File: src/rtl/imem_arbiter_pkg.sv
// Shared types and constants for the instruction-memory arbiter slice.
package imem_pkg;

  localparam int IMEM_AW = 8;
  localparam int LAT_W   = 2;
  localparam logic [31:0] IMEM_NOP = 32'h0000_0000;

  typedef enum logic [1:0] {
    IDLE,
    RD_WAIT,
    RD_DONE,
    WR
  } imem_state_e;

endpackage

File: src/rtl/imem_arbiter_if.sv
// Fetch, loader and memory-side signals of the instruction-memory arbiter.
interface imem_arbiter_if
  import imem_pkg::*;
#(
  parameter int AW = IMEM_AW
);
  logic          boot_mode;
  logic          fetch_req;
  logic [31:0]   fetch_addr;
  logic          fetch_valid;
  logic [31:0]   fetch_instr;
  logic          fetch_err;
  logic          load_req;
  logic [31:0]   load_addr;
  logic [31:0]   load_data;
  logic          load_ack;
  logic          cpu_hold;
  logic          mem_en;
  logic          mem_we;
  logic [AW-1:0] mem_addr;
  logic [31:0]   mem_wdata;
  logic [31:0]   mem_rdata;

  // master: the fetch stage, loader and memory; slave: the arbiter
  modport master (
    output boot_mode, fetch_req, fetch_addr, load_req, load_addr, load_data, mem_rdata,
    input  fetch_valid, fetch_instr, fetch_err, load_ack, cpu_hold,
           mem_en, mem_we, mem_addr, mem_wdata
  );

  modport slave (
    input  boot_mode, fetch_req, fetch_addr, load_req, load_addr, load_data, mem_rdata,
    output fetch_valid, fetch_instr, fetch_err, load_ack, cpu_hold,
           mem_en, mem_we, mem_addr, mem_wdata
  );
endinterface

File: src/rtl/imem_arbiter_lat_cnt.sv
// Read-latency down-counter: loaded at read issue, done when it reaches zero.
module imem_lat_cnt
  import imem_pkg::*;
(
  input  logic             clk,
  input  logic             rst_n,
  input  logic             ld,
  input  logic [LAT_W-1:0] ld_val,
  output logic             done
);
  logic [LAT_W-1:0] cnt_q;

  always_ff @(posedge clk or negedge rst_n) begin
    if (!rst_n) begin
      cnt_q <= '0;
    end else if (ld) begin
      cnt_q <= ld_val;
    end else if (cnt_q != '0) begin
      cnt_q <= cnt_q - LAT_W'(1);
    end
  end

  assign done = (cnt_q == '0);
endmodule

File: src/rtl/imem_arbiter.sv
// Arbitrates the single-port instruction memory between CPU fetch and the program loader.
//   state   | meaning
//   IDLE    | grant decision; a read is issued (mem_en) directly from this state
//   RD_WAIT | waiting out the memory read latency, captures mem_rdata at the end
//   RD_DONE | fetch_valid pulse
//   WR      | loader write issued to memory, load_ack pulse
module imem_arbiter
  import imem_pkg::*;
#(
  parameter int AW         = IMEM_AW,
  parameter int RD_LAT     = 1,
  parameter int STARVE_MAX = 4
) (
  input  logic          clk,
  input  logic          rst_n,
  imem_arbiter_if.slave bus
);
  localparam int SW = $clog2(STARVE_MAX + 1);

  imem_state_e   state_q, state_d;
  logic [SW-1:0] starve_q;
  logic [31:0]   instr_q;
  logic          err_q;
  logic          fetch_win, misaligned, rd_issue, lat_done;
  logic          unused_hi;

  assign unused_hi = ^{bus.fetch_addr[31:AW], bus.load_addr[31:AW]};

  always_ff @(posedge clk or negedge rst_n) begin
    if (!rst_n) state_q <= IDLE;
    else        state_q <= state_d;
  end

  always_comb begin
    // err_q blocks a re-grant while the requester is still reacting to fetch_err
    fetch_win  = !bus.boot_mode && bus.fetch_req && !err_q &&
                 (!bus.load_req || (starve_q < SW'(STARVE_MAX)));
    misaligned = (bus.fetch_addr[1:0] != 2'b00);
    rd_issue   = rst_n && (state_q == IDLE) && fetch_win && !misaligned;
    state_d    = state_q;
    case (state_q)
      IDLE: begin
        if (fetch_win) begin
          if (!misaligned) state_d = RD_WAIT;
        end else if (bus.load_req) begin
          state_d = WR;
        end
      end
      RD_WAIT: if (lat_done) state_d = RD_DONE;
      RD_DONE: state_d = IDLE;
      WR:      state_d = IDLE;
      default: state_d = IDLE;
    endcase
  end

  always_comb begin
    bus.mem_en    = rd_issue || (state_q == WR);
    bus.mem_we    = (state_q == WR);
    bus.mem_addr  = '0;
    bus.mem_wdata = '0;
    if (state_q == WR) begin
      bus.mem_addr  = bus.load_addr[AW-1:0];
      bus.mem_wdata = bus.load_data;
    end else if (rd_issue) begin
      bus.mem_addr  = bus.fetch_addr[AW-1:0];
    end
  end

  assign bus.fetch_valid = (state_q == RD_DONE);
  assign bus.fetch_instr = instr_q;
  assign bus.fetch_err   = err_q;
  assign bus.load_ack    = (state_q == WR);
  assign bus.cpu_hold    = rst_n && (bus.boot_mode || (state_q == WR));

  always_ff @(posedge clk or negedge rst_n) begin
    if (!rst_n) begin
      starve_q <= '0;
      instr_q  <= IMEM_NOP;
      err_q    <= 1'b0;
    end else begin
      err_q <= (state_q == IDLE) && fetch_win && misaligned;
      if ((state_q == RD_WAIT) && lat_done) instr_q <= bus.mem_rdata;
      if (state_q == WR) begin
        starve_q <= '0;
      end else if (rd_issue && bus.load_req && (starve_q < SW'(STARVE_MAX))) begin
        starve_q <= starve_q + SW'(1);
      end
    end
  end

  imem_lat_cnt u_lat (
    .clk    (clk),
    .rst_n  (rst_n),
    .ld     (rd_issue),
    .ld_val (LAT_W'(RD_LAT - 1)),
    .done   (lat_done)
  );
endmodule

File: src/flat_wrapper.sv
// flat-port wrapper written by rule: the top's interface ports become plain ports
module imem_arbiter_flat import imem_pkg::*;
#(
  parameter int AW         = IMEM_AW,
  parameter int RD_LAT     = 1,
  parameter int STARVE_MAX = 4
)
  (clk, rst_n, bus_boot_mode, bus_fetch_req, bus_fetch_addr, bus_load_req, bus_load_addr, bus_load_data, bus_mem_rdata, bus_fetch_valid, bus_fetch_instr, bus_fetch_err, bus_load_ack, bus_cpu_hold, bus_mem_en, bus_mem_we, bus_mem_addr, bus_mem_wdata);
  imem_arbiter_if #(.AW(AW)) bus_i ();
  input  logic clk;
  input  logic rst_n;
  input wire logic [$bits(bus_i.boot_mode)-1:0] bus_boot_mode;
  input wire logic [$bits(bus_i.fetch_req)-1:0] bus_fetch_req;
  input wire logic [$bits(bus_i.fetch_addr)-1:0] bus_fetch_addr;
  input wire logic [$bits(bus_i.load_req)-1:0] bus_load_req;
  input wire logic [$bits(bus_i.load_addr)-1:0] bus_load_addr;
  input wire logic [$bits(bus_i.load_data)-1:0] bus_load_data;
  input wire logic [$bits(bus_i.mem_rdata)-1:0] bus_mem_rdata;
  output wire logic [$bits(bus_i.fetch_valid)-1:0] bus_fetch_valid;
  output wire logic [$bits(bus_i.fetch_instr)-1:0] bus_fetch_instr;
  output wire logic [$bits(bus_i.fetch_err)-1:0] bus_fetch_err;
  output wire logic [$bits(bus_i.load_ack)-1:0] bus_load_ack;
  output wire logic [$bits(bus_i.cpu_hold)-1:0] bus_cpu_hold;
  output wire logic [$bits(bus_i.mem_en)-1:0] bus_mem_en;
  output wire logic [$bits(bus_i.mem_we)-1:0] bus_mem_we;
  output wire logic [$bits(bus_i.mem_addr)-1:0] bus_mem_addr;
  output wire logic [$bits(bus_i.mem_wdata)-1:0] bus_mem_wdata;
  assign bus_i.boot_mode = bus_boot_mode;
  assign bus_i.fetch_req = bus_fetch_req;
  assign bus_i.fetch_addr = bus_fetch_addr;
  assign bus_i.load_req = bus_load_req;
  assign bus_i.load_addr = bus_load_addr;
  assign bus_i.load_data = bus_load_data;
  assign bus_i.mem_rdata = bus_mem_rdata;
  assign bus_fetch_valid = bus_i.fetch_valid;
  assign bus_fetch_instr = bus_i.fetch_instr;
  assign bus_fetch_err = bus_i.fetch_err;
  assign bus_load_ack = bus_i.load_ack;
  assign bus_cpu_hold = bus_i.cpu_hold;
  assign bus_mem_en = bus_i.mem_en;
  assign bus_mem_we = bus_i.mem_we;
  assign bus_mem_addr = bus_i.mem_addr;
  assign bus_mem_wdata = bus_i.mem_wdata;
  imem_arbiter #(.AW(AW), .RD_LAT(RD_LAT), .STARVE_MAX(STARVE_MAX)) u_core (.clk(clk), .rst_n(rst_n), .bus(bus_i));
endmodule
File: config.mk
export PLATFORM = sky130hd
export DESIGN_NAME = imem_arbiter_flat
export DESIGN_NICKNAME = d
export VERILOG_FILES = /design/src/rtl/imem_arbiter_pkg.sv /design/src/rtl/imem_arbiter_if.sv /design/src/rtl/imem_arbiter_lat_cnt.sv /design/src/rtl/imem_arbiter.sv /design/src/flat_wrapper.sv
export SDC_FILE = /design/constraint.sdc
export NUM_CORES = 1
export LEC_CHECK = 0
export ABC_AREA = 1
export CAP_MARGIN = 25
export CORE_AREA = 2 2 86 88
export CTS_CLUSTER_DIAMETER = 40
export DETAILED_ROUTE_END_ITERATION = 10
export DIE_AREA = 0 0 88 90
export PLACE_DENSITY = 0.83
export SYNTH_ARGS = -nofsm -noshare
export SYNTH_HDL_FRONTEND = slang
export SYNTH_SLANG_ARGS = --single-unit
File: constraint.sdc
create_clock -name clk -period 2.5 [get_ports clk]
set_input_delay 0.25 -clock clk [delete_from_list [all_inputs] [get_ports clk]]
set_output_delay 0.25 -clock clk [all_outputs]
set_load 0.02 [all_outputs]
==> results.md <==
* Placed instance area at 0.00388 mm2
* Post-layout nets at 526
* CP cell instances: nor2_2, nand4_2, nor2_4, nand2_1, nand2_1, clkdlybuf4s50_1
* DRT iter0 DRCs at 62
* Core area at 0.00702 mm2
* First-pass GRT wire length at 9880 um
* # hold bufs at CTS at 0
* WP data required at 2.25 ns
* Max-slew violation count at 0
* Final ANT Viol Nets at 0
* Setup violations, final at 0
* Min cycle time layout at 2.34 ns
* VDD IR max at 0.400 mV
* Distinct cells, synth at 21
* Initial antenna violation count at 0
* Unrepaired setup endpoints after global routing: no
* Critical path's slowest cell: clkdlybuf4s50_1
* Largest net degree at the start of global routing at 41
* Num CTS Buffers at 5
* Setup TNS at 0 ns
* Final Skew at 0.00562 ns
* CP Capture Point: bus_mem_addr[4]
* Diodes inserted at 0
* Detail Placement HPWL at 5050 um
* Seq/Total Area, Yosys at 0.465
* Die Wd at 88 um
* DR top layer: met4
* Post-CTS Resized at 0
* Longest Clk Path Bufs at 2
* Power per Cell Area at 1030 mW/mm2
* Max Cap Viol at 0
* Io pins at 211
* WL met2 at 3190 um
* Die Ht at 90 um
* IO Port Bufs at 162
* Critical path peak fanout at 7
* Via count at 2079
* Startpoint class of the critical path: register
* Fill cell count at 593
* Vias in the first global route at 2258
* Ys Warns at 0
* Wire length per cell at 12.6 um
* Fmax at 0.427 GHz
* Worst slew pin tran at 0.505 ns
* Clk_lat worst skew at 0.29 ns
* Most common cell on crit path: nand2_1
* GR Util All Layers at 0.157
* Sink Count at 40
* Clock root buffer: clkbuf_8
* Reg2Reg Launch Point: u_core.u_lat.cnt_q[0]
* Post-synthesis register bit count at 40
* CP endpoint kind: primary output
* Metal-1 WL at 2350 um
* Worst r2r path cells at 5
* Initial Util at 0.307
* CP peak stage delay at 0.61 ns
* Post-synthesis area per instance at 9.61 um2
* Worst setup path startpoint: u_core.state_q[1]
* GP Congestion at 0.762
* Global route total overflow at 0
* Status: complete, no violations
* Final period util at 0.938
* Post-CTS Setup Repair Bufs at 0
* Layout cells sized above 1 at 0.135
* Area delta synth->final at 85.6%
* Syn_nets at 359
* Design area at 0.00400 mm2
* Post-Syn Instances at 224
* Wirelength, routed at 6210 um
* DR vias/cell at 4.23
* Drt pass-1 iters at 4
* Die ar. at 0.00792 mm2
* Clk slew on worst S/H paths at 0.08 ns
* CTS tree: done
* Worst Hold Class: in2async
* Critical path class: reg2out
* Met3 Wirelength at 556 um
* Synthesized area at 0.00215 mm2
* # DRC at 0
* P_leak at 1.97 nW
* Htree depth at 2
* Max_slew headroom at 0.663
* Reg2Reg Capture Point: u_core.bus.fetch_instr[1]
* Final hold vios at 0
* Post-layout util at 0.569
* Crit path DAT at 2.09 ns
* WHS at 0.0506 ns
* Reg2reg setup slack at 0.68 ns
* # rows at 31
sequential cells by signal (all words and copies together) (netlist names):
signal,count
u_core.bus.fetch_instr,32
u_core.u_lat.cnt_q,2
u_core.starve_q,3
u_core.bus.fetch_err,1
u_core.state_q,2
worst max-delay path, delay by kind of cell, from the launching register on:
family / cells / cell delay (ns)
AND/OR/NAND/NOR: 5 / 0.78
buffers and inverters: 1 / 0.61
flip-flops: 1 / 0.42
cells by family after synthesis:
| group | synth area share |
|---|---|
| muxes | 0.220 |
| DFF | 0.465 |
| adders and majority gates | 0.0116 |
| and+or+nand+nor | 0.175 |
| buffers and inverters | 0.119 |
| AOI/OAI and AO/OA | 0.00930 |
per-layer routing:
layer / vias to the layer above / global-route usage
met5: - / 0
met3: 8 / 0.0395
met4: 0 / 0.0577
met1: 950 / 0.159
li1: 1007 / -
met2: 114 / 0.297
cells in the final DEF (no fill, tap or decap), types with 2 or more instances in the layout:
| cell type | count |
|---|---|
| buf_4 | 7 |
| ha_1 | 2 |
| dfrtp_1 | 40 |
| clkbuf_8 | 5 |
| nor2_1 | 43 |
| clkdlybuf4s50_1 | 160 |
| nand4_1 | 2 |
| mux2_2 | 2 |
| nand3_1 | 10 |
| inv_1 | 49 |
| mux2_4 | 30 |
| nand2_1 | 26 |
| o21ai_0 | 2 |
| a21oi_1 | 2 |
power by group:
group	internal (mW)	switching (mW)	leakage, nW
registers	0.939	0.161	0.481
clock network	0.295	0.226	0.0541
logic	1.36	1.12	1.43
total	2.60	1.51	1.97
metrics by stage:
| stage | power (mW) | setup slack, ns | cells |
|---|---|---|---|
| floorplan | 2.51 | 0.993 | 224 |
| global placement | 3.55 | 0.0779 | 483 |
| detailed placement | 3.61 | 0.0261 | 483 |
| CTS | 4.15 | 0.0198 | 491 |
| global route | 4.34 | 0.0129 | 491 |
| finish | 4.11 | 0.156 | 491 |
how the worst min path moves through the flow:
stage	to	cells after the start	slack [ns]
4_1_cts	u_core.bus.fetch_instr[2]	2	0.08
2_1_floorplan	u_core.bus.fetch_err	0	-0.05
3_3_place_gp	u_core.bus.fetch_instr[3]	2	0.39
3_5_place_dp	u_core.bus.fetch_instr[9]	2	0.40
5_1_grt	u_core.bus.fetch_instr[3]	2	0.09
6_report	u_core.bus.fetch_instr[2]	2	0.05
cell usage after synthesis:
library cell  count  area, um2
mux2_2            2       22.5
buf_4             1       7.51
nor2_1           43        161
nand4_1           2       12.5
nand3_1          10       50.1
buf_6             4       45.0
nand3b_1          1       7.51
nand4_2           1       12.5
mux2_4           30        450
buf_2             1       5.00
clkbuf_1          3       11.3
o21ai_0           2       10.0
dfrtp_1          40       1000
nand3_4           1       17.5
ha_1              2       25.0
a21oi_1           2       10.0
nand2_1          26       97.6
inv_2             1       3.75
nor3_1            1       5.00
inv_1            49        184
nor2_2            2       12.5
final cells by class:
type | count | area, um2 | share of cell area
Sequential cell | 40 | 1000 | 0.251
Multi-Input combinational cell | 125 | 900 | 0.225
Inverter | 50 | 188 | 0.0470
Timing Repair Buffer | 169 | 1670 | 0.418
Clock buffer | 5 | 68.8 | 0.0172
Tap cell | 99 | 124 | 0.0310
Clock inverter | 3 | 42.5 | 0.0106
Note: power is estimated with default switching activity, not from simulation.
